[config.mk]
export PLATFORM = sky130hd
export DESIGN_NAME = phy_tx_sched_flat
export DESIGN_NICKNAME = d
export VERILOG_FILES = /design/src/rtl/phy_tx_sched_if.sv /design/src/rtl/phy_tx_sched.sv /design/src/flat_wrapper.sv
export SDC_FILE = /design/constraint.sdc
export NUM_CORES = 1
export LEC_CHECK = 0
export CAP_MARGIN = 0
export CORE_MARGIN = 2
export CORE_UTILIZATION = 45
export DETAILED_ROUTE_END_ITERATION = 10
export PLACE_DENSITY = 0.95
export REMOVE_ABC_BUFFERS = 1
export SLEW_MARGIN = 20
export SYNTH_ARGS = -nofsm -noshare
export SYNTH_HDL_FRONTEND = slang
export SYNTH_SLANG_ARGS = --single-unit
[constraint.sdc]
create_clock -name clk -period 4.4 [get_ports clk]
set_clock_uncertainty 0.2 [all_clocks]
set_input_delay 0.44 -clock clk [delete_from_list [all_inputs] [get_ports clk]]
set_output_delay 0.44 -clock clk [all_outputs]
set_load 0.005 [all_outputs]
[src/rtl/phy_tx_sched_if.sv]
// phy_tx_sched bus: requester FIFO heads and pops in,
// scheduled phy symbol stream out.
interface phy_tx_sched_if #(
    parameter int N_REQ  = 4,
    parameter int DATA_W = 8
);
    logic [N_REQ-1:0]         fifo_empty;
    logic [N_REQ*DATA_W-1:0]  fifo_data;
    logic [N_REQ-1:0]         fifo_pop;
    logic                     phy_ready;
    logic [DATA_W-1:0]        data_out;
    logic                     valid_out;
    logic                     active_out;
    logic [$clog2(N_REQ)-1:0] grant_id;

    modport master (
        output fifo_empty, fifo_data, phy_ready,
        input  fifo_pop, data_out, valid_out,
        input  active_out, grant_id
    );

    modport slave (
        input  fifo_empty, fifo_data, phy_ready,
        output fifo_pop, data_out, valid_out,
        output active_out, grant_id
    );
endinterface

[src/rtl/phy_tx_sched.sv]
// PCIe phy transmit scheduler: COM training burst, then
// round-robin FIFO data with periodic COM and IDLE fill.
module phy_tx_sched #(
    parameter int          N_REQ       = 4,
    parameter int          DATA_W      = 8,
    parameter logic [7:0]  COM_SYM     = 8'hBC,
    parameter logic [7:0]  IDLE_SYM    = 8'h7C,
    parameter int          INIT_COM    = 4,
    parameter int          SKIP_PERIOD = 16
) (
    input logic           clk,
    input logic           reset,
    phy_tx_sched_if.slave bus
);
    localparam int GW = $clog2(N_REQ);
    localparam int IW = (INIT_COM > 1) ? $clog2(INIT_COM) : 1;
    localparam int SW = (SKIP_PERIOD > 1) ? $clog2(SKIP_PERIOD) : 1;

    typedef enum logic {
        S_INIT,
        S_ACTIVE
    } state_t;

    state_t            r_state;
    logic [IW-1:0]     r_init_cnt;
    logic [SW-1:0]     r_skip_cnt;
    logic [DATA_W-1:0] r_data;
    logic              r_valid;
    logic              r_active;
    logic [GW-1:0]     r_grant;

    logic              w_found;
    logic [GW-1:0]     w_gnt;
    logic [GW-1:0]     w_idx;
    logic              w_com_slot;
    logic              w_pop_en;
    logic [N_REQ-1:0]  w_pop;
    logic [DATA_W-1:0] w_head;

    // Round-robin search: nearest non-empty FIFO after the last grant.
    always_comb begin
        w_found = 1'b0;
        w_gnt   = r_grant;
        w_idx   = '0;
        for (int k = N_REQ; k >= 1; k--) begin
            w_idx = GW'((int'(r_grant) + k) % N_REQ);
            if (!bus.fifo_empty[w_idx]) begin
                w_found = 1'b1;
                w_gnt   = w_idx;
            end
        end
    end

    assign w_com_slot = (r_skip_cnt == SW'(SKIP_PERIOD - 1));
    assign w_pop_en   = !reset && bus.phy_ready &&
                        (r_state == S_ACTIVE) &&
                        !w_com_slot && w_found;
    assign w_head     = bus.fifo_data[int'(w_gnt)*DATA_W +: DATA_W];

    // One-hot pop of the granted FIFO in data slots only.
    always_comb begin
        w_pop = '0;
        if (w_pop_en) begin
            w_pop[w_gnt] = 1'b1;
        end
    end

    // Link sequencer: training burst, then COM/data/IDLE slots.
    always_ff @(posedge clk) begin
        if (reset) begin
            r_state    <= S_INIT;
            r_init_cnt <= '0;
            r_skip_cnt <= '0;
            r_data     <= '0;
            r_valid    <= 1'b0;
            r_active   <= 1'b0;
            r_grant    <= GW'(N_REQ - 1);
        end else if (bus.phy_ready) begin
            unique case (r_state)
                S_INIT: begin
                    r_data  <= COM_SYM;
                    r_valid <= 1'b0;
                    if (r_init_cnt == IW'(INIT_COM - 1)) begin
                        r_state    <= S_ACTIVE;
                        r_active   <= 1'b1;
                        r_skip_cnt <= '0;
                        r_init_cnt <= '0;
                    end else begin
                        r_init_cnt <= r_init_cnt + 1'b1;
                    end
                end
                S_ACTIVE: begin
                    if (w_com_slot) begin
                        r_data     <= COM_SYM;
                        r_valid    <= 1'b0;
                        r_skip_cnt <= '0;
                    end else if (w_found) begin
                        r_data     <= w_head;
                        r_valid    <= 1'b1;
                        r_grant    <= w_gnt;
                        r_skip_cnt <= r_skip_cnt + 1'b1;
                    end else begin
                        r_data     <= IDLE_SYM;
                        r_valid    <= 1'b0;
                        r_skip_cnt <= r_skip_cnt + 1'b1;
                    end
                end
                default: r_state <= S_INIT;
            endcase
        end
    end

    assign bus.fifo_pop   = w_pop;
    assign bus.data_out   = r_data;
    assign bus.valid_out  = r_valid;
    assign bus.active_out = r_active;
    assign bus.grant_id   = r_grant;
endmodule

[src/flat_wrapper.sv]
// flat-port wrapper written by rule: the top's interface ports become plain ports
module phy_tx_sched_flat 
#(
    parameter int          N_REQ       = 4,
    parameter int          DATA_W      = 8,
    parameter logic [7:0]  COM_SYM     = 8'hBC,
    parameter logic [7:0]  IDLE_SYM    = 8'h7C,
    parameter int          INIT_COM    = 4,
    parameter int          SKIP_PERIOD = 16
)
  (clk, reset, bus_fifo_empty, bus_fifo_data, bus_phy_ready, bus_fifo_pop, bus_data_out, bus_valid_out, bus_active_out, bus_grant_id);
  phy_tx_sched_if #(.N_REQ(N_REQ), .DATA_W(DATA_W)) bus_i ();
  input logic clk;
  input logic reset;
  input wire logic [$bits(bus_i.fifo_empty)-1:0] bus_fifo_empty;
  input wire logic [$bits(bus_i.fifo_data)-1:0] bus_fifo_data;
  input wire logic [$bits(bus_i.phy_ready)-1:0] bus_phy_ready;
  output wire logic [$bits(bus_i.fifo_pop)-1:0] bus_fifo_pop;
  output wire logic [$bits(bus_i.data_out)-1:0] bus_data_out;
  output wire logic [$bits(bus_i.valid_out)-1:0] bus_valid_out;
  output wire logic [$bits(bus_i.active_out)-1:0] bus_active_out;
  output wire logic [$bits(bus_i.grant_id)-1:0] bus_grant_id;
  assign bus_i.fifo_empty = bus_fifo_empty;
  assign bus_i.fifo_data = bus_fifo_data;
  assign bus_i.phy_ready = bus_phy_ready;
  assign bus_fifo_pop = bus_i.fifo_pop;
  assign bus_data_out = bus_i.data_out;
  assign bus_valid_out = bus_i.valid_out;
  assign bus_active_out = bus_i.active_out;
  assign bus_grant_id = bus_i.grant_id;
  phy_tx_sched #(.N_REQ(N_REQ), .DATA_W(DATA_W), .COM_SYM(COM_SYM), .IDLE_SYM(IDLE_SYM), .INIT_COM(INIT_COM), .SKIP_PERIOD(SKIP_PERIOD)) u_core (.clk(clk), .reset(reset), .bus(bus_i));
endmodule
==> summary.txt <==
Logic synthesis
  – Register area share after synthesis: 0.2963
  – Post-synthesis mux area share: 0.1267
  – Number of distinct library cells after synthesis: 38
  – Primary FF master, synth: dfxtp_1
  – Flops & latches, synth: 19
  – Post-synth EDFFs: 0
  – Asr flop ratio synth: 0
  – Simple-gate portion of the synthesized area: 0.2251
  – Compound-Gate Fraction of Synth Area: 0.2398
  – Synth Area in XOR/XNOR: 0
  – Synthesis Warnings: 0
  – Synthesized netlist cell count: 157
  – Syn Std Cell Area: 1284 µm²
  – Main combinational cell family by area after synthesis: compound AO/OA/AOI/OAI gates
  – Synthesized area per cell: 8.177 µm²
  – Adder-Cell Fraction of Synth Area: 0.01949

Clock network
  – Latest clock arrival within the worst-skew pair: 0.29 ns
  – CTS sink count: 19
  – CTS Root Cell: clkbuf_4
  – Worst-case clock buffer depth: 2
  – Clk slew on worst S/H paths: 0.10 ns
  – Post-CTS Setup Inserts: 0
  – PostCTS Resize Cnt: 0
  – Num CTS Buffers: 3
  – CTS Hold Bufs: 0
  – TritonCTS clock tree: yes
  – H-Tree Depth: 1

Critical path
  – CP Class: input pin to output pin
  – Worst Setup End Kind: output pin
  – Critical path required time: 3.76 ns
  – Reg-to-reg setup timing slack: 2.11 ns
  – Critical Path AT: 2.77 ns
  – CP Max Fanout: 15
  – CP startpoint kind: input pin

Global route
  – Vias in the first global route: 1213
  – Total grt overflow: 0
  – Largest net degree at the start of global routing: 23
  – First-pass GRT wire length: 5.161 mm
  – Initial antenna violation count: 0
  – Total GRT Usage: 0.1934

STA
  – Slew Limit Headroom: 0.4539
  – Final min period: 3.407 ns
  – Worst-Margin Slew: 0.8166 ns
  – Setup_tns: 0 ns
  – Fmax achieved: 0.2935 GHz
  – Final Hold Vio Count: 0
  – Count of final setup violators: 0
  – Max Transition Viols Final: 0
  – Part of the cycle the worst path needs: 0.7743
  – RSZ-0062 raised after global routing: false

Power
  – Leakage: 0.7237 nW
  – Worst vdd ir: 0.1366 mV
  – Power Total: 0.3701 mW
  – PwrDens: 205.6 nW/µm²

Routing
  – DRT Pass-1 Iters: 4
  – Starting DRT DRC Count: 29
  – Vias per inst: 5.538
  – Vias: 1307
  – Antenna Nets Post-Route: 0
  – Residual DRC: 0
  – Final wirelength: 3.115 mm
  – Mean routed wirelength per cell: 13.20 µm

Die
  – IO Count: 55
  – Die width: 57.41 µm
  – Initial Util: 0.4696
  – Core Region: 2734 µm²
  – Die Y: 57.41 µm
  – # rows: 19
  – Die ar.: 3296 µm²

Hold path
  – Min-delay worst type: flip-flop to flip-flop

Final layout
  – Most frequent cells in the layout: clkdlybuf4s50_1 (54), nand2_1 (28), nor2_1 (20)
  – Antenna Cells: 0
  – Fillers: 216
  – Final net count: 247
  – Ratio of cells with drive above 1 in the final layout: 0.06341
  – Commonest non-fill, non-tap cell in the layout: clkdlybuf4s50_1
  – Synth-to-Final Area Change: 40.25%
  – Fin cells: 236

Outcome
  – Status: finished clean

Placed design
  – IO Port Bufs: 54
  – GP Congestion: 0.7618
  – Placed cells: 232
  – Final HPWL DP: 2.350 mm

Run
  – Max Cap Violations: 0
[per-stage QoR]
| stage | util | setup slack, ns | area, µm² | hold slack (ns) |
|---|---|---|---|---|
| final | 0.6586 | 0.9933 | 1800 | 0.3048 |
| after detailed placement | 0.6476 | 1.058 | 1770 | 0.2832 |
| after floorplan | - | 2.383 | 1191 | 0.2542 |
| after CTS | 0.6572 | 1.049 | 1797 | 0.3020 |
| after global placement | 0.6476 | 1.112 | 1770 | 0.2720 |
| after global routing | 0.6586 | 0.7651 | 1800 | 0.3226 |
[routing by layer]
metal  up-vias  global-route usage  part of all wire
met2        49              0.3344              0.46
met5         -                   0                 0
li1        666                   -                 -
met4         0             0.04983            0.0080
met1       588              0.2479              0.48
met3         4             0.03401             0.054
[sequential cells by signal (all words and copies together), names as in the netlist]
register               cells
u_core.r_init_cnt          2
u_core.bus.active_out      1
u_core.bus.valid_out       1
u_core.bus.data_out        8
u_core.bus.grant_id        2
u_core.r_skip_cnt          4
u_core.r_state             1
[synthesized netlist by cell type, types with 2 or more instances]
cell      number  area (µm²)
nand2_1       28       105.1
nor2_1        20       75.07
dfxtp_1       19       380.4
mux2i_1       14       140.1
a21oi_1        7       35.03
inv_1          7       26.28
nand3_1        6       30.03
a31oi_1        5       31.28
o31a_1         5       43.79
nor4_1         4       25.02
a211oi_1       3       22.52
nand4_1        3       18.77
a211o_1        2       17.52
a311oi_1       2       17.52
buf_12         2       40.04
buf_4          2       15.01
clkbuf_1       2       7.510
ha_1           2       25.02
mux2_2         2       22.52
nor2b_1        2       12.51
o21ai_0        2       10.01
o41ai_2        2       32.53
[report_power, final]
group          switching (mW)  total (mW)  leakage, nW  internal, mW
Clock                  0.0506      0.0859       0.0150        0.0352
Sequential            0.00399       0.182        0.155         0.178
Combinational          0.0445       0.103        0.554        0.0581
Total                  0.0991       0.370        0.724         0.271
[cells by family (layout without fill, tap and decap cells)]
| kind of cell | count (synthesis) | in the layout |
|---|---|---|
| muxes | 16 | 16 |
| and+or+nand+nor | 66 | 66 |
| adders and majority gates | 2 | 2 |
| AOI/OAI and AO/OA | 37 | 37 |
| DFF | 19 | 19 |
| buffers and inverters | 17 | 65 |
[final cells by class]
type	count	area, µm²	share of cell area
multi-input combinational	121	788.3	0.4378
timing repair buffer	54	540.5	0.3002
sequential	19	380.4	0.2113
tap	31	38.79	0.02154
clock buffer	4	26.28	0.01459
inverter	7	26.28	0.01459
[worst max-delay path, cell delays in order]
cell and delay (ns):
clkdlybuf4s50_1 0.73, nand4_1 0.63, nor4_1 0.39, clkdlybuf4s50_1 0.57
[worst paths after layout]
check                                                  startpoint                             endpoint  cells past startpoint
worst max-delay path                                bus_phy_ready                      bus_fifo_pop[3]                      4
worst min-delay path            u_core.bus.valid_out$_SDFFE_PP0P_    u_core.bus.valid_out$_SDFFE_PP0P_                      2
worst max register to register  u_core.r_skip_cnt[0]$_SDFFE_PP0P_  u_core.bus.grant_id[1]$_SDFFE_PP1P_                      5
worst min register to register  u_core.bus.valid_out$_SDFFE_PP0P_    u_core.bus.valid_out$_SDFFE_PP0P_                      2
Note: power is estimated with default switching activity, not from simulation.
